--- src/rtl/femto_rf_pkg.sv ---
// Shared constants and types for the femtoRV32 integer register file.
package femto_rf_pkg;

   localparam int XLEN_DEFAULT = 32;
   localparam int AW_DEFAULT   = 5;
   localparam int REG_ZERO     = 0;

   typedef logic [AW_DEFAULT-1:0]   reg_addr_t;
   typedef logic [XLEN_DEFAULT-1:0] xlen_t;

endpackage : femto_rf_pkg

--- src/rtl/reg_file_sb_scoreboard.sv ---
// Per-register busy scoreboard: reserve sets, writeback clears, flush wipes all.
module reg_scoreboard
   import femto_rf_pkg::*;
#(
   parameter int unsigned AW       = AW_DEFAULT,
   parameter int unsigned NREGS    = 2 ** AW_DEFAULT,
   parameter bit          ZERO_REG = 1'b1
) (
   input  logic          clk,
   input  logic          rst_n,
   input  logic          flush,
   input  logic          clr_en,
   input  logic [AW-1:0] clr_addr,
   input  logic          set_en,
   input  logic [AW-1:0] set_addr,
   input  logic [AW-1:0] query1_addr,
   input  logic [AW-1:0] query2_addr,
   output logic          query1_busy,
   output logic          query2_busy
);

   logic [NREGS-1:0] busy_q;
   logic [NREGS-1:0] busy_d;
   logic             clr_ok;
   logic             set_ok;
   logic             q1_zero;
   logic             q2_zero;

   assign clr_ok  = clr_en && !(ZERO_REG && (clr_addr == AW'(REG_ZERO)));
   assign set_ok  = set_en && !(ZERO_REG && (set_addr == AW'(REG_ZERO)));
   assign q1_zero = ZERO_REG && (query1_addr == AW'(REG_ZERO));
   assign q2_zero = ZERO_REG && (query2_addr == AW'(REG_ZERO));

   // Clear is applied before set so a new producer supersedes the completing one.
   always_comb begin
      busy_d = busy_q;
      if (flush) begin
         busy_d = '0;
      end else begin
         if (clr_ok) busy_d[clr_addr] = 1'b0;
         if (set_ok) busy_d[set_addr] = 1'b1;
      end
   end

   always_ff @(posedge clk or negedge rst_n) begin
      if (!rst_n) busy_q <= '0;
      else        busy_q <= busy_d;
   end

   // A same-cycle writeback releases the stall; the data comes through the bypass.
   always_comb begin
      query1_busy = 1'b0;
      query2_busy = 1'b0;
      if (!q1_zero)
         query1_busy = busy_q[query1_addr] && !(clr_en && (clr_addr == query1_addr));
      if (!q2_zero)
         query2_busy = busy_q[query2_addr] && !(clr_en && (clr_addr == query2_addr));
   end

endmodule : reg_scoreboard

--- src/rtl/reg_file_sb.sv ---
// Two-read/one-write integer register file with write-to-read bypass and busy scoreboard.
module reg_file_sb
   import femto_rf_pkg::*;
#(
   parameter int unsigned XLEN     = XLEN_DEFAULT,
   parameter int unsigned AW       = AW_DEFAULT,
   parameter int unsigned NREGS    = 2 ** AW_DEFAULT,
   parameter bit          ZERO_REG = 1'b1
) (
   input  logic            clk,
   input  logic            rst,
   input  logic [AW-1:0]   readReg1,
   input  logic [AW-1:0]   readReg2,
   output logic [XLEN-1:0] readData1,
   output logic [XLEN-1:0] readData2,
   output logic            busy1,
   output logic            busy2,
   input  logic            regWrite,
   input  logic [AW-1:0]   writeReg,
   input  logic [XLEN-1:0] writeData,
   input  logic            reserve,
   input  logic [AW-1:0]   reserveReg,
   input  logic            flush
);

   logic [XLEN-1:0] regs_q [NREGS];
   logic [XLEN-1:0] regs_d [NREGS];
   logic            wr_ok;
   logic            rd1_zero;
   logic            rd2_zero;

   assign wr_ok    = regWrite && !(ZERO_REG && (writeReg == AW'(REG_ZERO)));
   assign rd1_zero = ZERO_REG && (readReg1 == AW'(REG_ZERO));
   assign rd2_zero = ZERO_REG && (readReg2 == AW'(REG_ZERO));

   always_comb begin
      regs_d = regs_q;
      if (wr_ok) regs_d[writeReg] = writeData;
   end

   always_ff @(posedge clk or negedge rst) begin
      if (!rst) regs_q <= '{default: '0};
      else      regs_q <= regs_d;
   end

   // Outputs are gated by reset so a bypassed write cannot leak while reset is held.
   always_comb begin
      readData1 = '0;
      readData2 = '0;
      if (rst) begin
         if (rd1_zero)                              readData1 = '0;
         else if (regWrite && (writeReg == readReg1)) readData1 = writeData;
         else                                       readData1 = regs_q[readReg1];

         if (rd2_zero)                              readData2 = '0;
         else if (regWrite && (writeReg == readReg2)) readData2 = writeData;
         else                                       readData2 = regs_q[readReg2];
      end
   end

   reg_scoreboard #(
      .AW       (AW),
      .NREGS    (NREGS),
      .ZERO_REG (ZERO_REG)
   ) u_scoreboard (
      .clk         (clk),
      .rst_n       (rst),
      .flush       (flush),
      .clr_en      (regWrite),
      .clr_addr    (writeReg),
      .set_en      (reserve),
      .set_addr    (reserveReg),
      .query1_addr (readReg1),
      .query2_addr (readReg2),
      .query1_busy (busy1),
      .query2_busy (busy2)
   );

endmodule : reg_file_sb

--- config.mk ---
export PLATFORM = sky130hd
export DESIGN_NAME = reg_file_sb
export DESIGN_NICKNAME = d
export VERILOG_FILES = /design/src/rtl/femto_rf_pkg.sv /design/src/rtl/reg_file_sb_scoreboard.sv /design/src/rtl/reg_file_sb.sv
export SDC_FILE = /design/constraint.sdc
export NUM_CORES = 2
export LEC_CHECK = 0
export CORE_AREA = 2 2 442 444
export CTS_CLUSTER_DIAMETER = 40
export DETAILED_ROUTE_END_ITERATION = 7
export DIE_AREA = 0 0 444 446
export DONT_BUFFER_PORTS = 1
export SYNTH_ARGS = -nofsm -noshare
export SYNTH_HDL_FRONTEND = slang
export SYNTH_HIERARCHICAL = 1
export SYNTH_SLANG_ARGS = --single-unit
--- constraint.sdc ---
create_clock -name clk -period 3.1 [get_ports clk]
set_input_delay 0.465 -clock clk [delete_from_list [all_inputs] [get_ports clk]]
set_output_delay 0.465 -clock clk [all_outputs]
set_load 0.03 [all_outputs]
==> impl_metrics.toml <==
[logic_synthesis]
syn_area_per_cell_um2 = 13.7
syn_inst = 4209
synth_ff_type = "sky130_fd_sc_hd__dfrtp_1"
synth_edf_count = 0
synth_sequential_area_ratio = 0.457
synth_compound_gate_area_share = 0.0677
dominant_combinational_cell_family_by_area_after_synthesis = "multiplexers"
syn_area_mm2 = 0.0578
count_of_cell_types_in_the_netlist = 53
synthAdderAreaFrac = 0
synthSimpleGateAreaFrac = 0.0243
async_flop_share = 1.00
post_synthesis_xor_xnor_area_fraction = 0.00303
mappedNetlistNets = 4266
ys.warnings.count = 6
synth-seq-cells = 1055
post_synth_mux_area_share = 0.407

[die]
fp.dieArea_mm2 = 0.198
die_h_um = 446
io_pins = 123
rows = 162
floorplan.initialDensity = 0.299
core_area_mm2 = 0.194
horizontal_die_dimension_um = 444

[cells_and_area]
fraction_of_layout_cells_with_a_size_suffix_above_1 = 0.469
fin_nets = 4268
area_growth_syn_to_layout_pct = 19.4

[route]
routed_wl_mm = 198
first_iter_violations = 3645
drt_first_pass_iters = 6
detailroute.via_count = 39434
drcViolationCount = 0
vias_per_inst = 5.73
detail-route-antenna-nets = 0
wl_per_cell_um = 28.7

[placement]
placement.io_buffers = 0
routabilityCongestion = 0.803
hpwl_reported_at_the_end_of_detailed_placement_mm = 106
place_ws_ns = 0.0360

[power]
power-per-cell-area_mw_per_mm2 = 662
switching_share = 0.267
power.internal_w = 0.0334
clock_network_fraction_of_total_power = 0.418
p_sw_w = 0.0122
power.total_w = 0.0456
share_comb_of_total_power = 0.184
max-vdd-ir-drop_uv = 638
static-leakage-power_nw = 29.3
seq_power_share = 0.398

[cts]
number_of_buffers_created_by_cts = 158
h-tree-depth = 4
clock_tree.root_cell = "sky130_fd_sc_hd__clkbuf_16"
ctsLongestPathBuffers = 3
numClockSinks = 1055
clkLatencyLatePin_ns = 0.79
cts.reportedPaths.clkPinSlew_ns = 0.05
tritoncts = "done"

[critical_path]
worst-path-max-fanout = 365
worstSetupPathType = "in2out"
arrival_worst_endpoint_ns = 5.24
critical_path.endpoint_type = "output pin"
crit_family = "multiplexers"
timing.critical_path.slowest_stage_cell = "sky130_fd_sc_hd__mux4_2"
timing.rr.start = "regs_q[503]$_DFFE_PN0P_"
worst_path_largest_cell_delay_ns = 1.90
cp_cell_sequence = "mux4_2 > mux2_4 > o221ai_2 > a41oi_2 > buf_6"
r2r-end = "regs_q[503]$_DFFE_PN0P_"
worst-path-buf-inv = 1
r2r_setup_slack_ns = 1.75
cp.required_ns = 2.63
timing.critical_path.from_type = "primary input"
reg2regPathDepth = 2

[hold_path]
timing.hold.worst.class = "in2reg"
worstHoldStart = "writeReg[4]"
timing.hold.worst_endpoint = "u_scoreboard/busy_q[10]$_DFF_PN0_"
hold_path_depth = 3

[timing]
grt_setup_unrepaired = "yes"
finalHoldViolations = 0
maxSlewViolCount = 499
holdWs_ns = 0.0492
setup_violations = 64
worst-slew-pin-transition_ns = 4.08
period_share = 1.84
layout_setup_ws_ns = -2.61
timing.slew.headroom = -1.72
period_minus_slack_ns = 5.71
timing.fmax_ghz = 0.175
final.setup_skew_ns = 0

[global_route]
grt_usage = 0.197
grt_max_degree = 1058
antenna_violations_before_repair = 7
via_count_of_the_first_global_routing_pass = 40987
grt_remaining_overflow = 0
grt_first_pass_wirelength_mm = 289

[flow_run]
max_cap_violations = 0

[run_status]
status = "complete, but fails checks"
failed_checks = "slew limit, setup timing"
-- cell usage in the layout (no fill, tap or decap), types with 18 or more instances in the layout --
cell | Yosys | final
sky130_fd_sc_hd__a21oi_1 | 37 | 37
sky130_fd_sc_hd__a22o_1 | 25 | 25
sky130_fd_sc_hd__a22oi_1 | 61 | 61
sky130_fd_sc_hd__a31oi_1 | 62 | 52
sky130_fd_sc_hd__a41oi_2 | 0 | 19
sky130_fd_sc_hd__buf_12 | 0 | 51
sky130_fd_sc_hd__buf_4 | 44 | 150
sky130_fd_sc_hd__buf_6 | 41 | 19
sky130_fd_sc_hd__bufinv_16 | 0 | 24
sky130_fd_sc_hd__clkbuf_1 | 242 | 19
sky130_fd_sc_hd__clkbuf_16 | 0 | 160
sky130_fd_sc_hd__clkbuf_8 | 0 | 18
sky130_fd_sc_hd__clkinv_2 | 0 | 26
sky130_fd_sc_hd__dfrtp_1 | 1055 | 1055
sky130_fd_sc_hd__dlygate4sd3_1 | 0 | 86
sky130_fd_sc_hd__mux2_2 | 1057 | 1038
sky130_fd_sc_hd__mux2_4 | 0 | 19
sky130_fd_sc_hd__mux2i_1 | 411 | 410
sky130_fd_sc_hd__mux4_2 | 322 | 322
sky130_fd_sc_hd__nand2_1 | 110 | 94
sky130_fd_sc_hd__nand3_1 | 25 | 19
sky130_fd_sc_hd__nor2_4 | 0 | 21
sky130_fd_sc_hd__nor2b_1 | 37 | 31
sky130_fd_sc_hd__o21ai_0 | 156 | 153
sky130_fd_sc_hd__o221ai_1 | 76 | 41
sky130_fd_sc_hd__o221ai_2 | 0 | 20
sky130_fd_sc_hd__o22ai_1 | 84 | 84
-- flip-flops by register name (all words and copies together), names as in the netlist --
| signal | count |
|---|---|
| regs_q | 1024 |
| u_scoreboard/busy_q | 31 |
-- routing by layer --
| layer | GRT usage | wire [um] | share of wire |
|---|---|---|---|
| met4 | 0.0910 | 8940 | 0.045 |
| met3 | 0.0350 | 13300 | 0.067 |
| met5 | 0 | 16 | 0.000081 |
| met2 | 0.324 | 94600 | 0.48 |
| met1 | 0.252 | 80800 | 0.41 |
-- cells in the mapped netlist, types with 3 or more instances --
| cell | number | share of area |
|---|---|---|
| sky130_fd_sc_hd__a211o_1 | 12 | 0.0018 |
| sky130_fd_sc_hd__a211oi_1 | 6 | 0.00078 |
| sky130_fd_sc_hd__a21oi_1 | 37 | 0.0032 |
| sky130_fd_sc_hd__a22o_1 | 25 | 0.0038 |
| sky130_fd_sc_hd__a22oi_1 | 61 | 0.0079 |
| sky130_fd_sc_hd__a31oi_1 | 62 | 0.0067 |
| sky130_fd_sc_hd__a41oi_1 | 33 | 0.0050 |
| sky130_fd_sc_hd__and2_1 | 13 | 0.0014 |
| sky130_fd_sc_hd__buf_1 | 63 | 0.0041 |
| sky130_fd_sc_hd__buf_2 | 83 | 0.0072 |
| sky130_fd_sc_hd__buf_4 | 44 | 0.0057 |
| sky130_fd_sc_hd__buf_6 | 41 | 0.0080 |
| sky130_fd_sc_hd__clkbuf_1 | 242 | 0.016 |
| sky130_fd_sc_hd__dfrtp_1 | 1055 | 0.46 |
| sky130_fd_sc_hd__mux2_2 | 1057 | 0.21 |
| sky130_fd_sc_hd__mux2i_1 | 411 | 0.071 |
| sky130_fd_sc_hd__mux4_1 | 10 | 0.0045 |
| sky130_fd_sc_hd__mux4_2 | 322 | 0.13 |
| sky130_fd_sc_hd__nand2_1 | 110 | 0.0071 |
| sky130_fd_sc_hd__nand2b_1 | 13 | 0.0014 |
| sky130_fd_sc_hd__nand3_1 | 25 | 0.0022 |
| sky130_fd_sc_hd__nand3b_1 | 8 | 0.0010 |
| sky130_fd_sc_hd__nor2_1 | 37 | 0.0024 |
| sky130_fd_sc_hd__nor2b_1 | 37 | 0.0040 |
| sky130_fd_sc_hd__nor3_1 | 4 | 0.00035 |
| sky130_fd_sc_hd__nor3b_1 | 10 | 0.0013 |
| sky130_fd_sc_hd__nor4_1 | 3 | 0.00032 |
| sky130_fd_sc_hd__o21ai_0 | 156 | 0.014 |
| sky130_fd_sc_hd__o221a_2 | 4 | 0.00078 |
| sky130_fd_sc_hd__o221ai_1 | 76 | 0.012 |
| sky130_fd_sc_hd__o22ai_1 | 84 | 0.0091 |
| sky130_fd_sc_hd__o2bb2ai_1 | 5 | 0.00076 |
| sky130_fd_sc_hd__o311ai_0 | 5 | 0.00076 |
| sky130_fd_sc_hd__or2_2 | 4 | 0.00043 |
| sky130_fd_sc_hd__or3b_2 | 4 | 0.00061 |
| sky130_fd_sc_hd__xnor2_1 | 4 | 0.00061 |
| sky130_fd_sc_hd__xor2_1 | 16 | 0.0024 |
-- how the worst max path moves through the flow --
stage	endpoint	startpoint	slack, ns	cells after the start
after global routing	readData1[29]	readReg1[0]	-0.17	5
after global placement	readData2[1]	readReg2[2]	0.03	8
after detailed placement	readData2[1]	readReg2[2]	0.04	8
after CTS	readData1[23]	regs_q[535]$_DFFE_PN0P_	-0.09	6
after floorplan	readData1[21]	readReg1[3]	0.38	8
final	readData2[7]	readReg2[0]	-2.61	5
-- what timing repair did --
| item | in CTS | in global routing |
|---|---|---|
| setup buffers | 5 | 1 |
| pin swaps | 40 | 31 |
| resized for setup | 128 | 32 |
| endpoints found under the hold margin | 2078 | 654 |
| setup endpoints to repair | 52 | 51 |
| cloned | 0 | 1 |
| hold buffers | 89 | 6 |
-- power groups by stage --
stage          Sequential, W  Clock (W)  Combinational, W
2_1_floorplan         0.0177          0           0.00626
3_3_place_gp          0.0182          0           0.00710
3_5_place_dp          0.0183          0           0.00724
4_1_cts               0.0181     0.0193           0.00791
5_1_grt               0.0185     0.0200           0.00887
6_report              0.0182     0.0191           0.00838
-- cells by family (layout without fill, tap and decap cells) --
kind of cell | count (synthesis) | after routing
buffers and inverters | 474 | 603
muxes | 1800 | 1800
xor gates and xnor gates | 20 | 20
other | 0 | 6
and+or+nand+nor | 280 | 280
AOI/OAI and AO/OA | 580 | 580
DFF | 1055 | 1055
-- through the flow --
stage / instances / setup TNS, ns / area, um2 / util
detailed placement: 6488 / 0 / 61100 / 0.316
global placement: 6488 / 0 / 61100 / 0.316
finish: 6886 / -103.74 / 69000 / 0.356
floorplan: 4209 / 0 / 57800 / -
CTS: 6867 / -0.556 / 68500 / 0.354
global route: 6886 / -1.90 / 69000 / 0.356
-- worst register-to-register path, delay by kind of cell, from the launching register on --
kind | cells | cell delay, ns
buffers and inverters | 1 | 0.56
flip-flops | 1 | 0.40
multiplexers | 1 | 0.27
-- area by class of cell --
class / instances / area, um2
diodes: 6 / 15.0
clock buffers: 196 / 4300
clock inverters: 91 / 1350
fillers: 18454 / 125000
inverters: 1 / 3.75
multi-input cells: 2680 / 30300
flip-flops and latches: 1055 / 26400
well taps: 2542 / 3180
repair buffers: 315 / 3470
Note: power is estimated with default switching activity, not from simulation.
